**src/rtl/pwm_pkg.sv**
```systemverilog
// Shared constants for the PWM generator slice.
package pwm_pkg;
   localparam int             PWM_CNT_W        = 8;
   localparam logic [7:0]     DUTY_FULL        = 8'hFF;
   localparam int             PRESCALE_DEFAULT = 12;
endpackage

```
**src/rtl/pwm_prescaler.sv**
```systemverilog
// Prescaler for the PWM counter.
// Counts 0..PRESCALE-1 and wraps; tick is high for the one clk in which the
// count equals PRESCALE-1.
// Ports:
//   clk   - system clock
//   rst_n - asynchronous active-low reset
//   tick  - one-clk strobe, once every PRESCALE clk
module pwm_prescaler
   import pwm_pkg::*;
#(
   parameter int PRESCALE = PRESCALE_DEFAULT
) (
   input  logic clk,
   input  logic rst_n,
   output logic tick
);

   localparam int PSC_W = 16;
   localparam logic [PSC_W-1:0] PSC_LAST = PSC_W'(PRESCALE - 1);

   logic [PSC_W-1:0] psc_q;

   assign tick = (psc_q == PSC_LAST);

   always_ff @(posedge clk or negedge rst_n) begin
      if (!rst_n) begin
         psc_q <= '0;
      end else if (tick) begin
         psc_q <= '0;
      end else begin
         psc_q <= psc_q + 1'b1;
      end
   end

endmodule

```
**src/rtl/pwm_generator.sv**
```systemverilog
// 16-channel PWM / static output driver sharing one duty value.
// Each out[i] is 0 when disabled, the PWM level when PWM-selected, else 1.
// Outputs are registered (one clk from counter/config change to pin).
// Optional macro PWM_SHADOW_UPDATE_EN: duty, enables and selects are captured
// into shadow registers at the 255->0 counter wrap (and on the first clk after
// reset), so configuration changes only take effect at period boundaries.
// Ports:
//   clk                - system clock
//   rst_n              - asynchronous active-low reset
//   en_reg_out_7_0     - output enable, out[7:0]
//   en_reg_out_15_8    - output enable, out[15:8]
//   en_reg_pwm_7_0     - PWM-mode select, out[7:0]
//   en_reg_pwm_15_8    - PWM-mode select, out[15:8]
//   pwm_duty_cycle     - shared duty value
//   out                - registered drive outputs
module pwm_generator
   import pwm_pkg::*;
#(
   parameter int PRESCALE = PRESCALE_DEFAULT
) (
   input  logic                 clk,
   input  logic                 rst_n,
   input  logic [7:0]           en_reg_out_7_0,
   input  logic [7:0]           en_reg_out_15_8,
   input  logic [7:0]           en_reg_pwm_7_0,
   input  logic [7:0]           en_reg_pwm_15_8,
   input  logic [PWM_CNT_W-1:0] pwm_duty_cycle,
   output logic [15:0]          out
);

   logic                 tick;
   logic                 wrap;
   logic [PWM_CNT_W-1:0] cnt_q;
   logic [15:0]          en_live, sel_live;
   logic [15:0]          en_eff, sel_eff;
   logic [PWM_CNT_W-1:0] duty_eff;
   logic                 pwm_level;
   logic [15:0]          out_d;

   assign en_live  = {en_reg_out_15_8, en_reg_out_7_0};
   assign sel_live = {en_reg_pwm_15_8, en_reg_pwm_7_0};

   pwm_prescaler #(.PRESCALE(PRESCALE)) u_prescaler (
      .clk   (clk),
      .rst_n (rst_n),
      .tick  (tick)
   );

   // Tick on which the counter rolls over 255 -> 0.
   assign wrap = tick && (cnt_q == {PWM_CNT_W{1'b1}});

   always_ff @(posedge clk or negedge rst_n) begin
      if (!rst_n) begin
         cnt_q <= '0;
      end else if (tick) begin
         cnt_q <= cnt_q + 1'b1;
      end
   end

`ifdef PWM_SHADOW_UPDATE_EN
   logic                 load_pending_q;
   logic [15:0]          en_sh_q, sel_sh_q;
   logic [PWM_CNT_W-1:0] duty_sh_q;

   always_ff @(posedge clk or negedge rst_n) begin
      if (!rst_n) begin
         load_pending_q <= 1'b1;
         en_sh_q        <= '0;
         sel_sh_q       <= '0;
         duty_sh_q      <= '0;
      end else begin
         load_pending_q <= 1'b0;
         if (load_pending_q || wrap) begin
            en_sh_q   <= en_live;
            sel_sh_q  <= sel_live;
            duty_sh_q <= pwm_duty_cycle;
         end
      end
   end

   // During the first clk after reset the shadows are still empty, so the
   // live values drive the compare directly; period 0 then uses live config.
   assign en_eff   = load_pending_q ? en_live        : en_sh_q;
   assign sel_eff  = load_pending_q ? sel_live       : sel_sh_q;
   assign duty_eff = load_pending_q ? pwm_duty_cycle : duty_sh_q;
`else
   assign en_eff   = en_live;
   assign sel_eff  = sel_live;
   assign duty_eff = pwm_duty_cycle;
`endif

   always_comb begin
      pwm_level = 1'b0;
      if (duty_eff == DUTY_FULL) begin
         pwm_level = 1'b1;
      end else begin
         pwm_level = (cnt_q < duty_eff);
      end
   end

   assign out_d = en_eff & ((sel_eff & {16{pwm_level}}) | ~sel_eff);

   always_ff @(posedge clk or negedge rst_n) begin
      if (!rst_n) begin
         out <= '0;
      end else begin
         out <= out_d;
      end
   end

endmodule

```
**config.mk**
```make
export PLATFORM = sky130hd
export DESIGN_NAME = pwm_generator
export DESIGN_NICKNAME = d
export VERILOG_FILES = /design/src/rtl/pwm_pkg.sv /design/src/rtl/pwm_prescaler.sv /design/src/rtl/pwm_generator.sv
export SDC_FILE = /design/constraint.sdc
export NUM_CORES = 1
export LEC_CHECK = 0
export ABC_AREA = 1
export CAP_MARGIN = 10
export CORE_ASPECT_RATIO = 0.8
export CORE_UTILIZATION = 44
export CTS_CLUSTER_SIZE = 14
export DETAILED_ROUTE_END_ITERATION = 12
export PLACE_DENSITY = 0.77
export SLEW_MARGIN = 20
export SYNTH_ARGS = -nofsm -noshare
export SYNTH_HDL_FRONTEND = slang
export SYNTH_SLANG_ARGS = --single-unit
```
**constraint.sdc**
```tcl
create_clock -name clk -period 1.9 [get_ports clk]
set_clock_uncertainty 0.1 [all_clocks]
set_input_delay 0.475 -clock clk [delete_from_list [all_inputs] [get_ports clk]]
set_output_delay 0.475 -clock clk [all_outputs]
set_load 0.02 [all_outputs]
```
== Yosys cells after proc, flatten, opt, wreduce, memory -nomap -nowiden ==
Index checks and enable logic that the tools add are counted.

* Register bits after elaboration: 40
* Bits in latches: 0
* Bits in writable memories: 0
* Memory bits (read-only): 0
* Input port bits: 42
* Output and inout bits: 16
* Logic and storage cells: 14
* Memories: 0

* Add/sub/neg operators: 2
* $mul: 0
* Div/mod/pow operators: 0
* Order comparisons: 1
* Equality and inequality tests: 2
* Shift operators: 0
* Muxes and demuxes: 2
* Bitwise operators: 4
* Reductions and logical operators: 0

{| class="wikitable"
|+ Operators by type and width
! operator !! number
|-
| $and 16x16->16 || 2
|-
| $add 16x1->16 const B || 1
|-
| $eq 16x4->1 const B || 1
|-
| $mux 16 || 1
|-
| $not 16->16 || 1
|-
| $or 16x16->16 || 1
|-
| $add 8x1->8 const B || 1
|-
| $eq 8x8->1 const B || 1
|-
| $lt 8x8->1 || 1
|-
| $mux 1 || 1
|}

== Logic depth before layout (Yosys ltp) ==
Gate-level depths: netlist of the first run.

* Word-level depth: 5
* Mapped depth: 12
* Depth with buffers taken out: 11

== Modules after synthesis ==
A second synthesis of the first run with hierarchy kept.

* Cells, all modules: 237
* Area total of the unflattened synthesis: 2102.0 um^2

{| class="wikitable"
|+ Modules (own cells, without submodules)
! module !! times used !! cells each !! area each (um^2) !! seq. area each (um^2)
|-
| pwm_generator || 1 || 131 || 1255.0 || 600.6
|-
| pwm_prescaler || 1 || 106 || 847.1 || 400.4
|}

== Least setup slack after synthesis of the first run ==
OpenSTA, ideal clock, no wires.

* Path kind: input to register
* Start point: input pwm_duty_cycle[5]
* End point: register out[10]
* Setup time: 0.063 ns
* Data arrival time: 1.534 ns
* Required time: 1.737 ns
* Setup slack: 0.204 ns
* Stages: 10
* Buffers on the path: 1
* Path through: inv_1 ha_1 a21oi_1 nor2_1 nor3_1 nand2_2 buf_6 nand3_1 nand2_1 inv_1

* Longest elaborated chain between the ends: 5
* Elaborated cells on any way between the ends: 6
* Classes of those cells: 1 x order compare; 1 x eq/ne; 1 x mux; 3 x bitwise

{| class="wikitable"
|+ RTL lines
! element !! line !! RTL
|-
| start, declared || pwm_generator.sv:27 || <nowiki>input logic [PWM_CNT_W-1:0] pwm_duty_cycle,</nowiki>
|-
| $lt 8x8->1 / $eq 8x8->1 (equally long branches) || pwm_generator.sv:97, pwm_generator.sv:94 ||
|-
| $mux 1 (*) || pwm_generator.sv:94 || <nowiki>if (duty_eff == DUTY_FULL) begin</nowiki>
|-
| $and 16x16->16 (*) || pwm_generator.sv:101 || <nowiki>assign out_d = en_eff & ((sel_eff & {16{pwm_level}}) | ~sel_eff);</nowiki>
|-
| $or 16x16->16 (*) || pwm_generator.sv:101 ||
|-
| $and 16x16->16 (*) || pwm_generator.sv:101 ||
|-
| named net out_d[10] || pwm_generator.sv:38 || <nowiki>logic [15:0] out_d;</nowiki>
|-
| end signal, assigned || pwm_generator.sv:107 || <nowiki>out <= out_d;</nowiki>
|-
| end, declared || pwm_generator.sv:28 || <nowiki>output logic [15:0] out</nowiki>
|}

Mark *: on every way through the listed nets, which the timed path passes. The rest lies on a longest branch.
A chain may end at the register's enable or synchronous reset.

== Worst setup path after layout of the first run ==
* Start point: input pwm_duty_cycle[3]
* End point: register out[1]

The elaborated chain is that of the path after synthesis.

==> results of run 1 <==
## timing repair
action,CTS,global route
gates cloned,1,0
pin swaps,4,6
gates resized for setup,10,15
endpoints found under the setup margin,16,16
setup buffers,2,0
## layout make-up
cell class                 count  area, um^2
fill                         377        1556
sequential                    40        1001
inverter                      56       212.7
timing repair buffer          67       673.1
clock inverter                 2       35.03
clock buffer                   6       72.57
multi-input combinational    154       998.5
tap                           60       75.07
## logic make-up after synthesis
kind of cell             synth area share [%]
AO/OA/AOI/OAI                           3.639
XOR/XNOR                                5.340
buffers and inverters                   11.68
flip-flops                              46.95
adder cells (fa/ha/maj)                 5.282
AND/OR/NAND/NOR                         27.11
## registers in the layout (all words and copies together) (netlist names)
register           flops
out                   16
cnt_q                  8
u_prescaler.psc_q     16
## cell usage in the layout, fill, tap and decap left out, drive strengths merged
cell type       n
nand2          63
inv            55
clkdlybuf4s50  53
dfrtp          40
nand3          22
nor2           20
o21ai          12
buf            11
xor2           10
ha              9
nor3            8
clkbuf          6
nand4           5
xnor2           3
dlymetal6s2s    3
a21oi           2
clkinv          2
bufinv          1
## synthesized netlist by cell type, drive strengths merged
cell type / number
nor3: 8
o21ai: 12
xor2: 10
nand4: 5
nor2: 20
nand2: 62
dfrtp: 40
ha: 9
a21oi: 2
nand3: 22
xnor2: 3
inv: 55
buf: 3
clkinv: 1
## metrics by stage
step           instance area [um^2]  total power [mW]  instances  hold WS [ns]  utilization, %
2_1_floorplan                  2132            0.9465        252       0.07941               -
3_3_place_gp                   2821             1.100        374        0.3612           61.01
3_5_place_dp                   2821             1.102        374        0.3578           61.01
4_1_cts                        3004             1.787        385       0.03968           64.96
5_1_grt                        3068             1.859        385       0.05091           66.34
6_report                       3068             1.776        385       0.02667           66.34
## worst max-delay path, cell delays in order
cell	delay [ns]
clkdlybuf4s50_1	0.46
inv_1	0.08
ha_4	0.27
nand2_1	0.05
inv_1	0.05
nand2_1	0.06
nand2_2	0.08
nand2_4	0.10
nand2_8	0.11
nand3_1	0.08
nand2_1	0.06
inv_1	0.04
## power by group through the flow
stage,clock (mW),sequential (mW),combinational [mW]
after global routing,0.739,0.875,0.245
after floorplan,0,0.915,0.0314
after global placement,0,0.890,0.210
after CTS,0.697,0.873,0.216
after detailed placement,0,0.890,0.212
final,0.679,0.874,0.224
## metal layers
| metal | wire length [um] | up-vias | part of all wire [%] | GRT usage (%) |
|---|---|---|---|---|
| li1 | - | 915 | - | - |
| met1 | 2048 | 795 | 44 | 26.67 |
| met2 | 2082 | 61 | 45 | 31.20 |
| met3 | 384 | 11 | 8.3 | 8.429 |
| met4 | 116 | 0 | 2.5 | 9.598 |
| met5 | 0 | - | 0 | 0 |
## path summary, 6_finish.rpt
check | slack (ns) | end | depth (start not counted)
hold / removal | 0.03 | out[5] | 1
setup / recovery | 0.07 | out[1] | 12
setup reg to reg | 0.26 | out[1] | 8
max in group asynchronous | 1.21 | cnt_q[6] | 2
hold reg to reg | 0.39 | u_prescaler.psc_q[0] | 1
min in group clk | 0.39 | u_prescaler.psc_q[0] | 1
==> flow_summary.yaml, run 1 <==
run_status:
  status: "completed"
power_and_ir_drop:
  intPower_mw: 1.388
  vdd_ir_drop_max_v: 0.0004252
  p_sw_share_pct: 21.83
  p_sw_mw: 0.3877
  p_per_area_nw_per_um2: 578.9
  p_clk_share_pct: 38.2
  combPwrFrac_pct: 12.6
  p_leak_nw: 1.535
  seqPwrFrac_pct: 49.2
grt:
  grt_pass1_vias: 1767
  grt_overflow: 0
  grt_max_degree: 22
  track_usage_pct: 20.98
  grt_pass1_wl_um: 7928
  antenna_found_initial: 0
worst_setup_path:
  worstSetupStartpointType: "input pin"
  worstPathArrival_ns: 1.93
  worstPathMaxFanout: 8
  required_ns: 1.99
  path_class: "input pin to flop"
  worstReg2RegStart: "cnt_q[7]"
  crit_path_end_kind: "flop"
  worstSetupStartpoint: "pwm_duty_cycle[3]"
place:
  gp_congestion: 0.8275
  pre_cts_slack_ns: -0.4480
  portBuffers: 57
  place_hpwl_um: 3127
sta:
  hold_violations: 0
  finalCritPeriodShare_pct: 96.47
  worst_pin_slew_ns: 0.4661
  worst_slack_ns: 0.06706
  fin_setup_tns_ns: 0
  setup_viol: 0
  relSlewSlack_pct: 68.93
  layout_min_cycle_time_ns: 1.833
  slew_viol_final: 0
  fmax_ghz: 0.5456
route:
  routed_via_density: 4.629
  drc: 0
  avgRoutedWirePerCell_um: 12.03
  routed_wl_um: 4630
  drtIter0Drc: 90
  ant_nets: 0
  firstDrtPassIters: 5
  vias: 1782
final_layout:
  drive_gt1_share_pct: 20.00
  nets: 375
  antennaDiodeCount: 0
  area_growth_pct: 43.90
clocking:
  cts_made_buffers: 5
  path_clk_slew_ns: 0.08
  cts_tree: "built"
  clockBufferDepth: 2
  insertion_delay_ns: 0.29
  hold_buffers: 0
  clock_sinks: 40
  htreeDepth: 2
  clock-root-buffer: "clkbuf_8"
floorplanning:
  core_um2: 4624
  die_area_um2: 5130
  fp-row-count: 22
  initial_core_util_pct: 46.10
  ios: 58
  die_h_um: 64.26
  die_w_um: 79.83
synth:
  synth_fp_nets: 303
  avgSynthCellArea_um2: 8.460
  yosysTopAreaCell: "dfrtp_1"
  syn_inst: 252
  synth_top_area_share_pct: 46.95
  synth-seq-area-share_pct: 46.95
  yosysWarnings: 0
  synth.area.top_cells: "dfrtp_1 47%, inv_1 9.0%, nand2_1 8.8%"
  synthesis.area_um2: 2132
  ys_seq_elements: 40
  yosysUniqueCellTypes: 27
job:
  maxCapViolations: 0
hold_path:
  hold_class: "input pin to async pin"
Power figures use the tool's default switching activity.
==> inputs of run 2 (changes only) <==
- ABC_AREA: 1 -> 0
- CAP_MARGIN: 10 -> unset
- PLACE_DENSITY: 0.77 -> 0.79
- REMOVE_ABC_BUFFERS: unset -> 1
==> run 2 against run 1 <==
Register-to-register slack worse by 0.20 ns; final cell count down 30%; combinational power about the same; critical path depth down 4; sequential share of layout area up 4.2 points; critical path type unchanged; critical endpoint is now out[15].
==> flow_summary.yaml, run 2 <==
grt:
  antenna_found_initial: 0
  grt_max_degree: 22
  track_usage_pct: 21.03
  grt_overflow: 0
  grt_pass1_vias: 1454
  grt_pass1_wl_um: 6741
sta:
  worst_slack_ns: 0.03635
  worst_pin_slew_ns: 0.5028
  finalCritPeriodShare_pct: 98.09
  setup_viol: 0
  hold_violations: 0
  fin_setup_tns_ns: 0
  slew_viol_final: 0
  layout_min_cycle_time_ns: 1.864
  fmax_ghz: 0.5366
  relSlewSlack_pct: 66.48
final_layout:
  reg_top3: "out x16, u_prescaler.psc_q x16, cnt_q x8"
  final_cell_area_um2: 2720
  final_cell_mix: "48 x clkdlybuf4s50_1, 39 x dfrtp_1, 17 x xnor2_1"
  antennaDiodeCount: 0
  area_growth_pct: 46.99
  nets: 266
  layout_commonest_cell: "clkdlybuf4s50_1"
  fill_cells: 281
  drive_gt1_share_pct: 21.40
worst_setup_path:
  crit_chain: "dlygate4sd2_1 -> inv_2 -> ha_4 -> a2111oi_4 -> o32ai_4 -> buf_12 -> buf_12 -> a21boi_1"
  crit_path_end_kind: "flop"
  worst-path-buf-inv: 4
  cp_num_cells: 8
  worstSetupStartpointType: "input pin"
  slowest_delay_ns: 0.34
  worstPathMaxFanout: 8
  crit_path_top_delay_cell: "a2111oi_4"
  timing.critical_path.mode_cell: "buf_12"
  worstPathArrival_ns: 1.98
  r2r_cells: 7
  cp_top_family: "compound AO/OA/AOI/OAI gates"
  required_ns: 2.01
  path_class: "input pin to flop"
clocking:
  htreeDepth: 2
  hold_buffers: 0
  path_clk_slew_ns: 0.07
  insertion_delay_ns: 0.29
  cts_tree: "built"
  clock_sinks: 40
  cts_made_buffers: 5
  clock-root-buffer: "clkbuf_8"
  clockBufferDepth: 2
place:
  placed_area_um2: 2517
  gp_congestion: 0.8728
  place_hpwl_um: 2955
  pre_cts_slack_ns: -0.5853
  portBuffers: 57
synth:
  synth_top_area_share_pct: 54.09
  yosysUniqueCellTypes: 30
  ys_seq_elements: 40
  synth-seq-area-share_pct: 54.09
  synth.most_common_cell: "dfrtp_1"
  yosysTopAreaCell: "dfrtp_1"
  yosysWarnings: 0
  async_reset_ff_share_pct: 100.0
  synth_ff_type: "dfrtp_1"
  synth.area.top_cells: "dfrtp_1 54%, xnor2_1 8.0%, a21boi_2 6.1%"
  synth_edf_count: 0
  syn_inst: 147
  synthesis.area_um2: 1851
  avgSynthCellArea_um2: 12.59
  yosys-top-cells-count: "40 x dfrtp_1, 17 x xnor2_1, 10 x a21boi_2, 9 x ha_1, 9 x nor2_1"
route:
  routed_wl_um: 4313
  drtIter0Drc: 50
  vias: 1406
  routed_via_density: 5.207
  firstDrtPassIters: 4
  drc: 0
  avgRoutedWirePerCell_um: 15.97
  ant_nets: 0
floorplanning:
  initial_core_util_pct: 47.40
  core_um2: 3904
  fp-row-count: 20
  die_h_um: 60.01
  die_w_um: 74.51
  die_area_um2: 4471
  ios: 58
hold_path:
  hold_class: "input pin to async pin"
run_status:
  status: "completed"
job:
  maxCapViolations: 0
power_and_ir_drop:
  vdd_ir_drop_max_v: 0.0003711
  p_leak_nw: 1.187
  p_per_area_nw_per_um2: 595.7
## run 2: cell type report
type                            count  area (um^2)  share of cell area, %
Timing Repair Buffer               63        661.9                  24.33
Sequential cell                    40         1002                  36.84
Clock buffer                        6        72.57                  2.668
Inverter                            7        26.28                 0.9660
Clock inverter                      1        5.005                 0.1840
Tap cell                           55        68.82                  2.530
Multi-Input combinational cell     98        883.3                  32.47
## run 2: what timing repair did
item / in CTS / in global routing
endpoints found under the setup margin: 16 / 16
hold endpoints to repair: 0 / 0
gates cloned: 1 / 0
pin swaps: 4 / 2
resized for setup: 27 / 4
setup buffers: 1 / 1
## run 2: where the power goes
group / internal, mW / total [mW] / switching (mW)
combinational: 0.132 / 0.223 / 0.0908
sequential: 0.868 / 0.873 / 0.00481
clock: 0.250 / 0.524 / 0.275
## run 2: cell families (layout without fill, tap and decap cells)
logic type | after synthesis | count (layout) | synth area share [%]
fa+ha+maj | 9 | 9 | 6.085
buf+inv | 9 | 77 | 2.637
mux | 2 | 2 | 1.217
simple gates | 44 | 44 | 13.73
xor+xnor | 20 | 20 | 9.466
compound gates | 23 | 23 | 12.78
flops | 40 | 40 | 54.09
## run 2: final timing paths
path,start,endpoint,slack (ns)
max,pwm_duty_cycle[1],out[15],0.04
max in group asynchronous,rst_n,cnt_q[5],1.17
min,rst_n,u_prescaler.psc_q[9],0.05
min in group clk,u_prescaler.psc_q[15],u_prescaler.psc_q[15],0.40
min reg2reg,u_prescaler.psc_q[15],u_prescaler.psc_q[15],0.40
max reg2reg,cnt_q[5],out[15],0.06
## run 2: metal layers
metal	part of all wire (%)	track usage, %	wire length (um)
met2	50	35.39	2152
met3	8.6	7.926	369
met1	40	24.56	1726
met4	1.5	7.817	65
met5	0	0	0
## run 2: worst reg2reg max path, cell delays in order (launching register included)
cell and delay, ns:
dfrtp_2 0.44, ha_4 0.28, and4_1 0.22, o21ai_2 0.09, o32ai_4 0.25, buf_12 0.16, buf_12 0.12, a21boi_1 0.07
## run 2: per-stage QoR
stage                     cells  hold WS (ns)  total power [mW]  utilization, %
after CTS                   269       0.06304             1.635           68.91
after detailed placement    261        0.3760             1.104           64.49
after global routing        270       0.08100             1.692           69.68
final                       270       0.04641             1.620           69.68
after global placement      261        0.3537             1.097           64.49
after floorplan             145       0.07941            0.9488               -
